File: src/rtl/load_unload_seq_pkg.sv
// rtl/load_unload_seq_pkg.sv - state encoding and channel-width helper for load_unload_seq
package load_unload_seq_pkg;

   typedef enum logic [2:0] {
      ST_IDLE      = 3'd0,
      ST_LOAD      = 3'd1,
      ST_DEC_START = 3'd2,
      ST_DEC_WAIT  = 3'd3,
      ST_UNLOAD    = 3'd4,
      ST_FINISH    = 3'd5
   } state_t;

   function automatic int clog2(input int value);
      int result;
      result = 0;
      for (int i = 0; i < 31; i++) begin
         if ((1 << i) < value) result = i + 1;
      end
      return result;
   endfunction

   function automatic int ch_width(input int nch);
      return (clog2(nch) < 1) ? 1 : clog2(nch);
   endfunction

endpackage

File: src/rtl/load_unload_seq_pulse_stretch.sv
// rtl/load_unload_seq_pulse_stretch.sv - stretches a one-cycle pulse to N cycles for cross-domain hand-off
module pulse_stretch #(
   parameter int N = 10
) (
   input  logic clk,
   input  logic rst,
   input  logic i_pulse,
   output logic o_pulse
);

   logic [N-1:0] r_sr;
   logic         r_pulse;
   logic [N-1:0] w_next;

   assign w_next  = {r_sr[N-2:0], i_pulse};
   assign o_pulse = r_pulse;

   // r_pulse mirrors the OR of the shift register as it will be after this edge
   always_ff @(posedge clk) begin
      if (!rst) begin
         r_sr    <= '0;
         r_pulse <= 1'b0;
      end else begin
         r_sr    <= w_next;
         r_pulse <= |w_next;
      end
   end

endmodule

File: src/rtl/load_unload_seq.sv
// rtl/load_unload_seq.sv - load/decode/unload sequencer between input FIFO, decoder core and output FIFO
module load_unload_seq
   import load_unload_seq_pkg::*;
#(
   parameter  int ADDRW        = 9,
   parameter  int LOADCOUNT    = 17,
   parameter  int NCH          = 2,
   parameter  int UNLOADCOUNT  = 16,
   parameter  int DONE_STRETCH = 10,
   localparam int CHW          = ch_width(NCH)
) (
   input  logic             clk,
   input  logic             rst,
   input  logic             i_start,
   input  logic             i_decode_done,
   output logic             o_rd_en,
   output logic [ADDRW-1:0] o_rd_addr,
   output logic [CHW-1:0]   o_rd_ch,
   output logic             o_load_en,
   output logic [ADDRW-1:0] o_load_addr,
   output logic [CHW-1:0]   o_load_ch,
   output logic             o_decode_start,
   output logic             o_unload_rd_en,
   output logic [ADDRW-1:0] o_unload_addr,
   output logic             o_unload_valid,
   output logic             o_busy,
   output logic             o_done
);

   localparam logic [ADDRW-1:0] LOAD_LAST   = ADDRW'(LOADCOUNT - 1);
   localparam logic [ADDRW-1:0] UNLOAD_LAST = ADDRW'(UNLOADCOUNT - 1);
   localparam logic [CHW-1:0]   CH_LAST     = CHW'(NCH - 1);

   state_t           r_state;
   logic             r_start_q;
   logic             r_armed;
   logic             r_rise;
   logic             r_rd_en;
   logic [ADDRW-1:0] r_rd_addr;
   logic [CHW-1:0]   r_rd_ch;
   logic             r_load_en;
   logic [ADDRW-1:0] r_load_addr;
   logic [CHW-1:0]   r_load_ch;
   logic             r_decode_start;
   logic             r_unload_rd_en;
   logic [ADDRW-1:0] r_unload_addr;
   logic             r_unload_valid;
   logic             r_busy;
   logic             w_start_rise;
   logic             w_finish;
   logic             w_done;

   // r_armed keeps a start held high across reset from counting as a fresh edge
   assign w_start_rise = i_start & ~r_start_q & r_armed;
   assign w_finish     = (r_state == ST_FINISH);

   always_ff @(posedge clk) begin
      if (!rst) begin
         r_state        <= ST_IDLE;
         r_start_q      <= 1'b0;
         r_armed        <= 1'b0;
         r_rise         <= 1'b0;
         r_rd_en        <= 1'b0;
         r_rd_addr      <= '0;
         r_rd_ch        <= '0;
         r_load_en      <= 1'b0;
         r_load_addr    <= '0;
         r_load_ch      <= '0;
         r_decode_start <= 1'b0;
         r_unload_rd_en <= 1'b0;
         r_unload_addr  <= '0;
         r_unload_valid <= 1'b0;
         r_busy         <= 1'b0;
      end else begin
         r_start_q      <= i_start;
         if (!i_start) r_armed <= 1'b1;
         r_rise         <= w_start_rise && (r_state == ST_IDLE);
         r_load_en      <= r_rd_en;
         r_load_addr    <= r_rd_addr;
         r_load_ch      <= r_rd_ch;
         r_unload_valid <= r_unload_rd_en;
         case (r_state)
            ST_IDLE: begin
               if (r_rise) begin
                  r_state   <= ST_LOAD;
                  r_rd_en   <= 1'b1;
                  r_rd_addr <= '0;
                  r_rd_ch   <= '0;
                  r_busy    <= 1'b1;
               end
            end
            ST_LOAD: begin
               if (r_rd_addr == LOAD_LAST) begin
                  r_rd_addr <= '0;
                  if (r_rd_ch == CH_LAST) begin
                     r_state        <= ST_DEC_START;
                     r_rd_en        <= 1'b0;
                     r_rd_ch        <= '0;
                     r_decode_start <= 1'b1;
                  end else begin
                     r_rd_ch <= r_rd_ch + CHW'(1);
                  end
               end else begin
                  r_rd_addr <= r_rd_addr + ADDRW'(1);
               end
            end
            ST_DEC_START: begin
               r_state        <= ST_DEC_WAIT;
               r_decode_start <= 1'b0;
            end
            ST_DEC_WAIT: begin
               if (i_decode_done) begin
                  r_state        <= ST_UNLOAD;
                  r_unload_rd_en <= 1'b1;
                  r_unload_addr  <= '0;
               end
            end
            ST_UNLOAD: begin
               if (r_unload_addr == UNLOAD_LAST) begin
                  r_state        <= ST_FINISH;
                  r_unload_rd_en <= 1'b0;
                  r_unload_addr  <= '0;
               end else begin
                  r_unload_addr <= r_unload_addr + ADDRW'(1);
               end
            end
            ST_FINISH: begin
               r_state <= ST_IDLE;
               r_busy  <= 1'b0;
            end
            default: begin
               r_state        <= ST_IDLE;
               r_rd_en        <= 1'b0;
               r_decode_start <= 1'b0;
               r_unload_rd_en <= 1'b0;
               r_busy         <= 1'b0;
            end
         endcase
      end
   end

   pulse_stretch #(
      .N(DONE_STRETCH)
   ) u_done_stretch (
      .clk    (clk),
      .rst    (rst),
      .i_pulse(w_finish),
      .o_pulse(w_done)
   );

   assign o_rd_en        = r_rd_en;
   assign o_rd_addr      = r_rd_addr;
   assign o_rd_ch        = r_rd_ch;
   assign o_load_en      = r_load_en;
   assign o_load_addr    = r_load_addr;
   assign o_load_ch      = r_load_ch;
   assign o_decode_start = r_decode_start;
   assign o_unload_rd_en = r_unload_rd_en;
   assign o_unload_addr  = r_unload_addr;
   assign o_unload_valid = r_unload_valid;
   assign o_busy         = r_busy;
   assign o_done         = w_done;

endmodule
File: config.mk
export PLATFORM = sky130hd
export DESIGN_NAME = load_unload_seq
export DESIGN_NICKNAME = d
export VERILOG_FILES = /design/src/rtl/load_unload_seq_pkg.sv /design/src/rtl/load_unload_seq_pulse_stretch.sv /design/src/rtl/load_unload_seq.sv
export SDC_FILE = /design/constraint.sdc
export NUM_CORES = 1
export LEC_CHECK = 0
export CORE_MARGIN = 5
export CORE_UTILIZATION = 40
export CTS_CLUSTER_SIZE = 40
export DETAILED_ROUTE_END_ITERATION = 12
export PLACE_DENSITY = 0.63
export SKIP_LAST_GASP = 1
export SYNTH_ARGS = -nofsm -noshare
export SYNTH_HDL_FRONTEND = slang
export SYNTH_SLANG_ARGS = --single-unit
File: constraint.sdc
create_clock -name clk -period 2.4 [get_ports clk]
set_input_delay 0.36 -clock clk [delete_from_list [all_inputs] [get_ports clk]]
set_output_delay 0.36 -clock clk [all_outputs]
set_load 0.02 [all_outputs]
======== After elaboration in Yosys (flattened, before gate mapping) ========
Index checks and enable logic that the tools add are counted.
operators by class
  $add $sub $neg .......................... 3
  equal/unequal tests ..................... 12
  muxes and demuxes ....................... 27
  bitwise operators ....................... 7
  reduce and logical (&&, ||, !) cells .... 17
operators with widths
  cell                                                  number
  two-way mux 9 bit                                     4
  case mux 9 bit (2 select lines)                       2
  adder 9 x 1 -> 9 bit (second input constant)          2
  OR reduction 4 bit                                    4
  two-way mux 3 bit                                     5
  case mux 3 bit (5 select lines)                       1
  two-way mux 1 bit                                     10
  != test 2 bit (second input constant)                 5
  OR reduction 10 bit                                   1
  equality test 9 x 4 -> 1 bit (second input constant)  1
  equality test 9 x 5 -> 1 bit (second input constant)  1
  AND reduction 3 bit                                   3
  equality test 3 x 2 -> 1 bit (second input constant)  2
  equality test 3 bit (second input constant)           2
  case mux 1 bit (2 select lines)                       3
  case mux 1 bit (3 select lines)                       2
  AND reduction 2 bit                                   3
  inverter 1 bit                                        5
  AND reduction 5 bit                                   1
  AND reduction 4 bit                                   1
  nonzero test 2 bit                                    2
  equality test 3 x 1 -> 1 bit (second input constant)  1
  zero test 3 bit                                       1
  bitwise AND 1 bit                                     2
  2 further kinds                                       2
word-level totals
  flip-flop bits (word level) ............. 51
  input port bits ......................... 4
  output and inout port bits .............. 36
  word-level logic and storage cells ...... 83

======== Logic depth before layout (Yosys ltp) ========
Gate-level depths: netlist (run 1).
  word-level depth ........................ 4
  mapped depth ............................ 6
  depth with buffers taken out ............ 6

======== Hierarchy ========
Synthesis (run 1) repeated with hierarchy kept, for this count alone.
second synthesis, totals
  cell total of the unflattened synthesis .. 230
  area total of the unflattened synthesis .. 2,150.8 µm²
by module, submodules not included
  module           instances  cells an instance  area an instance (µm²)
  load_unload_seq  1          206                1,854.3
  pulse_stretch    1          24                 296.5

======== Least setup slack after synthesis (run 1) ========
No wires, ideal clock.
  kind .................................... register to register
  from .................................... register o_rd_addr[0] (netlist name)
  to ...................................... register r_unload_addr[5] (netlist: o_unload_addr[5])
  library setup time ...................... 74 ps
  arrival time ............................ 1,612 ps
  required time ........................... 2,326 ps
  path slack .............................. 714 ps
  cell stages (with the launch flop) ...... 7
  buffers on the path ..................... 0
  cells stage by stage .................... dfxtp_1 -> inv_1 -> ha_1 -> and4bb_2 -> a311oi_2 -> o221ai_1 -> a31oi_1
RTL lines
  what                  RTL line                RTL
  to (signal assigned)  load_unload_seq.sv:124  r_unload_addr <= r_unload_addr + ADDRW'(1);
  to (decl)             load_unload_seq.sv:46   logic [ADDRW-1:0] r_unload_addr;

======== Worst setup path in the final report (run 1) ========
  from .................................... register r_rd_addr[6] (netlist: o_rd_addr[6])
  to ...................................... output port o_rd_addr[6]
RTL lines
  what                    RTL line                RTL
  from (decl)             load_unload_seq.sv:39   logic [ADDRW-1:0] r_rd_addr;
  from (signal assigned)  load_unload_seq.sv:104  r_rd_addr <= r_rd_addr + ADDRW'(1);
  to (decl)               load_unload_seq.sv:17   output logic [ADDRW-1:0] o_rd_addr,
No word-level cell between the ends.

==> results of run 1 <==
## report_power, final
| group | leakage [nW] | total (mW) | internal (mW) | switching, mW |
|---|---|---|---|---|
| Combinational | 0.493 | 0.0670 | 0.0289 | 0.0381 |
| Sequential | 0.412 | 0.864 | 0.853 | 0.0101 |
| Clock | 0.0422 | 0.471 | 0.205 | 0.266 |
| Total | 0.947 | 1.40 | 1.09 | 0.314 |
## kinds of logic (layout without fill, tap and decap cells)
family | count (synthesis) | after routing | share of synthesized area, %
AO/OA/AOI/OAI | 48 | 48 | 16.94
buffers and inverters | 21 | 60 | 4.338
adder cells (fa/ha/maj) | 3 | 3 | 1.759
AND/OR/NAND/NOR | 85 | 85 | 25.97
flip-flops | 51 | 51 | 47.83
XOR/XNOR | 3 | 3 | 1.231
multiplexers | 4 | 4 | 1.934
## through the flow
stage | std cells | cell area, sq um | worst slack (ns)
after floorplan | 215 | 2135 | 0.7136
after global routing | 324 | 2658 | 0.4740
after detailed placement | 316 | 2576 | 0.4758
final | 324 | 2658 | 0.5536
after global placement | 316 | 2576 | 0.5056
after CTS | 324 | 2658 | 0.5364
## routing by layer
metal | vias up | track usage, % | wire [microns]
met5 | - | 0 | 0
met4 | 0 | 4.458 | 64
met3 | 8 | 3.267 | 199
met2 | 37 | 19.46 | 1944
met1 | 765 | 16.47 | 2107
li1 | 840 | - | -
## sequential cells by signal, summed over array words and instances (netlist names)
| name | flops |
|---|---|
| r_start_q | 1 |
| u_done_stretch.r_sr | 9 |
| o_unload_valid | 1 |
| o_unload_rd_en | 1 |
| o_rd_ch | 1 |
| o_load_ch | 1 |
| u_done_stretch.o_pulse | 1 |
| o_rd_en | 1 |
| r_armed | 1 |
| o_rd_addr | 9 |
| o_load_addr | 9 |
| o_busy | 1 |
| o_load_en | 1 |
| o_unload_addr | 9 |
| o_decode_start | 1 |
| r_rise | 1 |
| r_state | 3 |
## how the worst max path moves through the flow
stage | start | endpoint | slack [ns] | depth (start not counted)
after CTS | o_rd_addr[6]$_SDFFE_PN0P_ | o_rd_addr[6] | 0.54 | 1
after global placement | i_decode_done | o_unload_addr[3]$_SDFFE_PN0P_ | 0.51 | 5
after floorplan | o_rd_addr[0]$_SDFFE_PN0P_ | o_unload_addr[5]$_SDFFE_PN0P_ | 0.71 | 6
final | o_rd_addr[6]$_SDFFE_PN0P_ | o_rd_addr[6] | 0.55 | 1
after global routing | o_rd_addr[0]$_SDFFE_PN0P_ | o_rd_addr[7]$_SDFFE_PN0P_ | 0.47 | 6
after detailed placement | i_decode_done | o_unload_addr[3]$_SDFFE_PN0P_ | 0.48 | 5
## cells in the final DEF (no fill, tap or decap), drive strengths merged, types with 3 or more instances in the layout
master / Yosys / layout
clkbuf: 5 / 7
nand3: 6 / 6
a31oi: 6 / 6
nor4: 5 / 5
o21ai: 8 / 8
nor2: 21 / 21
and2: 17 / 17
ha: 3 / 3
nand2: 12 / 12
inv: 11 / 11
clkdlybuf4s50: 0 / 39
o211ai: 3 / 3
nand4: 4 / 4
and4b: 3 / 3
xnor2: 3 / 3
a21oi: 12 / 12
dfxtp: 51 / 51
mux2i: 3 / 3
## cell type report
| cell class | count | area share [%] |
|---|---|---|
| Timing Repair Buffer | 41 | 15.25 |
| Inverter | 11 | 1.554 |
| Tap cell | 70 | 3.296 |
| Sequential cell | 51 | 38.42 |
| Multi-Input combinational cell | 143 | 38.42 |
| Clock inverter | 1 | 0.1883 |
| Clock buffer | 7 | 2.872 |
==> run summary, run 1 <==
overall routing resource usage: 12.44%
hold depth: 1
Starting Density: 41.53%
fin util: 51.70%
Multi-input gate area: 0.001021 sq mm
fin nets: 260
DIE AREA: 0.006897 sq mm
#FFs+latches synth: 51
clock latency on the worst-skew pair: 0.30 ns
min-delay src: u_done_stretch.r_sr[0]$_SDFF_PN0_
clock root buffer: clkbuf_8
Worst Setup Start Kind: flip-flop
gpl congestion: 0.7905
final setup skew: 0.005746 ns
Final period util: 76.93%
FF-to-FF End: o_rd_addr[7]$_SDFFE_PN0P_
Worst VDD drop: 275.3 uV
largest net degree at the start of global routing: 23
Netlist Area Pre-Place: 0.002135 sq mm
Critical Path End Type: output port
slowest CP cell: clkdlybuf4s50_1
Syn Inst Count: 215
area grow syn2layout: 24.50%
CP max FO: 8
CTS tree: yes
post-DP HPWL: 3047 microns
Vias/cell: 5.093
# port buffers: 39
DR vias: 1650
clk sinks: 51
WP data required: 2.04 ns
Worst path max stage delay: 0.67 ns
initial antenna violation count: 0
Post-CTS Setup Bufs: 0
Power Total: 1.401 mW
Crit Reg-Reg Startpoint: o_rd_addr[0]$_SDFFE_PN0P_
Final Hold Viols: 0
final slew viol count: 0
reg2reg setup slack: 0.64 ns
row count: 26
worst-margin pin slew: 0.4809 ns
Setup CP Type: reg -> out
wire per inst: 13.32 microns
top_reg_cell synth: dfxtp_1
total I/O pin count: 40
Synth top area share: 47.83%
H-tree level count: 2
CP Cell Sequence: clkdlybuf4s50_1
asr flop ratio synth: 0%
area leader, netlist: dfxtp_1
crit path DAT: 1.49 ns
Peak Freq: 541.6 MHz
maximum root-to-sink buffer count: 2
Tmin final: 1.846 ns
CP top delay family: buffers and inverters
core area: 0.005140 sq mm
DRT iter0 DRCs: 86
Syn Nets: 222
Die X: 83.05 microns
Min-Delay Path Class: reg -> reg
Buf/Inv on CP: 1
Seq/Total Area, Yosys: 47.83%
vias in the first global route: 1522
DRC violations left: 0
R2R depth: 6
RSZ-0062 raised after global routing: no
post-CTS sizing: 0
hold buffers post-CTS: 0
Congestion Overflow GR: 0
WHS: 0.4491 ns
Reg area: 0.001021 sq mm
antenna violation net count after detailed routing: 0
global-route wire length before repair: 7162 microns
Leakage: 0.9473 nW
Max-Cap Viols: 0
EDFF count, synth: 0
diodes inserted: 0
Avg Cell Area, Syn: 9.928 sq um
DIE HEIGHT: 83.05 microns
layout cells sized above 1: 9.843%
YS warnings: 0
total wire length: 4316 microns
synth unique cells: 54
total CTS buffers: 5
most instantiated library cell after synthesis: dfxtp_1
endpoints failing setup: 0
commonest cells in the synthesized netlist: dfxtp_1, nor2_1, and2_1
outcome: completed
TritonRoute pass-1 iters: 4
TNS Setup: 0 ns
relative slew slack: 67.70%
synth top area cells: dfxtp_1, and2_1, nor4_4
Filler Cell Count: 499
Hold Path End: u_done_stretch.r_sr[1]$_SDFF_PN0_
Reg clk slew, reported paths: 0.08 ns
Pwr Density: 527.3 mW/mm^2
Power figures use the tool's default switching activity.
==> run 2, diff against run 1 <==
--- a/config.mk
+++ b/config.mk
@@ -9,7 +9,7 @@
 export CORE_UTILIZATION = 40
 export CTS_CLUSTER_SIZE = 40
 export DETAILED_ROUTE_END_ITERATION = 12
-export PLACE_DENSITY = 0.63
+export PLACE_DENSITY = 0.65
 export SKIP_LAST_GASP = 1
 export SYNTH_ARGS = -nofsm -noshare
 export SYNTH_HDL_FRONTEND = slang
==> constraint.sdc (replaced) <==
create_clock -name clk -period 1.6 [get_ports clk]
set_input_delay 0.24 -clock clk [delete_from_list [all_inputs] [get_ports clk]]
set_output_delay 0.24 -clock clk [all_outputs]
set_load 0.02 [all_outputs]
==> run 2 against run 1 <==
  * Utilization up 5.1 points
  * Sequential share of layout area fell by 3.3 points
  * Register-to-register slack got worse by 0.58 ns
  * Combinational power increased by 78%
  * Highest routed layer unchanged
==> run summary, run 2 (same netlist as run 1, synthesis figures left out) <==
outcome: completed
Setup CP Type: reg -> out
Max-Cap Viols: 0 (unchanged)
overall routing resource usage: 13.69% (+1.3 points)
Power Total: 2.331 mW (+66%)
core area: 0.005140 sq mm (unchanged)
DIE AREA: 0.006897 sq mm (unchanged)
placed instance count: 340 (+7.6%)
final slew viol count: 0 (unchanged)
DIE HEIGHT: 83.05 microns (unchanged)
Min-Delay Path Class: reg -> reg
CP top delay family: buffers and inverters
clock root buffer: clkbuf_8
Multi-input gate area: 0.001062 sq mm (+4.0%)
fin util: 56.84% (+5.1 points)
Comb pwr share: 5.1% (+0.3 points)
hold buffers post-CTS: 0 (unchanged)
relative slew slack: 67.69% (about the same)
DRC violations left: 0 (unchanged)
total wire length: 4640 microns (+7.5%)
vias in the first global route: 1631 (+7.2%)
layout cells sized above 1: 22.94% (+13 points)
total I/O pin count: 40 (unchanged)
gpl congestion: 0.8032 (+1.6%)
final setup skew: 0.004912 ns (-0.0008338 ns)
# port buffers: 39 (unchanged)
Clk network pwr share: 39.4% (+5.8 points)
wire per inst: 13.30 microns (-0.19%)
Net Sw Frac: 22.53% (+0.13 points)
CP max FO: 5 (-3)
DR vias: 1729 (+4.8%)
crit path DAT: 1.31 ns (-0.18 ns)
TNS Setup: 0 ns (unchanged)
Final Hold Viols: 0 (unchanged)
post-DP HPWL: 3249 microns (+6.6%)
global-route wire length before repair: 7831 microns (+9.3%)
RSZ-0062 raised after global routing: yes
row count: 26 (unchanged)
CP Cell Sequence: clkdlybuf4s50_1
TritonRoute pass-1 iters: 4 (unchanged)
slowest CP cell: clkdlybuf4s50_1
diodes inserted: 0 (unchanged)
Die X: 83.05 microns (unchanged)
Congestion Overflow GR: 0 (unchanged)
Vias/cell: 4.954 (-2.7%)
initial antenna violation count: 0 (unchanged)
Pwr Density: 797.9 mW/mm^2 (+51%)
Reg clk slew, reported paths: 0.10 ns (+0.02 ns)
Critical Path End Type: output port
clock latency on the worst-skew pair: 0.31 ns (about the same)
maximum root-to-sink buffer count: 2 (unchanged)
NetSw: 0.5253 mW (+67%)
Tmin final: 1.553 ns
Leakage: 1.243 nW (+31%)
commonest non-fill, non-tap cell in the layout: dfxtp_1
antenna violation net count after detailed routing: 0 (unchanged)
Reg power frac: 55.4% (-6.2 points)
DRT iter0 DRCs: 91 (+5.8%)
H-tree level count: 2 (unchanged)
area grow syn2layout: 36.87%
CTS tree: yes
Peak Freq: 644.0 MHz
largest net degree at the start of global routing: 23 (unchanged)
fin nets: 285 (+9.6%)
Power Internal: 1.806 mW (+66%)
Starting Density: 41.53% (unchanged)
Buf/Inv on CP: 1 (unchanged)
Worst path max stage delay: 0.62 ns (-0.05 ns)
fin cells: 349 (+7.7%)
clk sinks: 51 (unchanged)
Final period util: 97.04%
Reg area: 0.001027 sq mm (+0.61%)
WP data required: 1.36 ns (-0.68 ns)
endpoints failing setup: 0 (unchanged)
total CTS buffers: 5 (unchanged)
worst-margin pin slew: 0.4828 ns (+0.001935 ns)
Worst VDD drop: 526.4 uV (+91%)
Filler Cell Count: 469 (-6.0%)
Worst Setup Start Kind: flip-flop
commonest non-fill, non-tap cells in the layout: dfxtp_1, buf_4, clkdlybuf4s50_1
run 2: power groups by stage:
stage / Clock [mW] / Sequential [mW] / Combinational, mW
after floorplan: 0 / 1.33 / 0.0552
after global placement: 0 / 1.32 / 0.118
after detailed placement: 0 / 1.32 / 0.119
after CTS: 0.947 / 1.29 / 0.117
after global routing: 0.997 / 1.29 / 0.131
final: 0.920 / 1.29 / 0.119
run 2: worst paths after layout:
path	start	endpoint	slack, ns	depth (start not counted)
setup / recovery	o_unload_addr[4]$_SDFFE_PN0P_	o_unload_addr[4]	0.05	1
hold / removal	o_rd_addr[1]$_SDFFE_PN0P_	o_load_addr[1]$_SDFF_PN0_	0.46	2
setup reg to reg	o_rd_addr[0]$_SDFFE_PN0P_	o_rd_ch$_SDFFE_PN0P_	0.06	7
hold reg to reg	o_rd_addr[1]$_SDFFE_PN0P_	o_load_addr[1]$_SDFF_PN0_	0.46	2
run 2: through the flow:
stage	worst slack, ns	hold slack (ns)	cell area [sq um]
2_1_floorplan	0.002756	0.3359	2140
3_3_place_gp	-0.06857	0.4321	2761
3_5_place_dp	-0.09244	0.4408	2761
4_1_cts	0.006356	0.4622	2858
5_1_grt	-0.04476	0.4828	2922
6_report	0.04730	0.4553	2922
run 2: layout make-up:
type / instances / area share, %
clock inverter: 3 / 1.585
clock buffer: 5 / 2.355
tap: 70 / 2.998
sequential: 51 / 35.16
timing repair buffer: 66 / 20.13
inverter: 11 / 1.413
multi-input combinational: 143 / 36.36
run 2: timing repair:
action,in CTS,in global routing
pin swaps,0,5
setup endpoints to repair,15,15
gates resized for setup,15,17
setup buffers,0,1
run 2: layer usage:
| layer | vias up | GRT usage (%) | share of wire, % |
|---|---|---|---|
| li1 | 889 | - | - |
| met1 | 803 | 18.51 | 49 |
| met2 | 32 | 21.06 | 45 |
| met3 | 5 | 3.168 | 4.8 |
| met4 | 0 | 5.349 | 1.4 |
| met5 | - | 0 | 0 |
==> run 3, diff against run 2 <==
--- a/config.mk
+++ b/config.mk
@@ -7,6 +7,7 @@
 export LEC_CHECK = 0
 export CORE_MARGIN = 5
 export CORE_UTILIZATION = 40
+export CTS_BUF_LIST = sky130_fd_sc_hd__clkbuf_4 sky130_fd_sc_hd__clkbuf_8
 export CTS_CLUSTER_SIZE = 40
 export DETAILED_ROUTE_END_ITERATION = 12
 export PLACE_DENSITY = 0.65
==> results of run 3 <==
The final DEF is identical to that of run 2; final timing and power are the same.
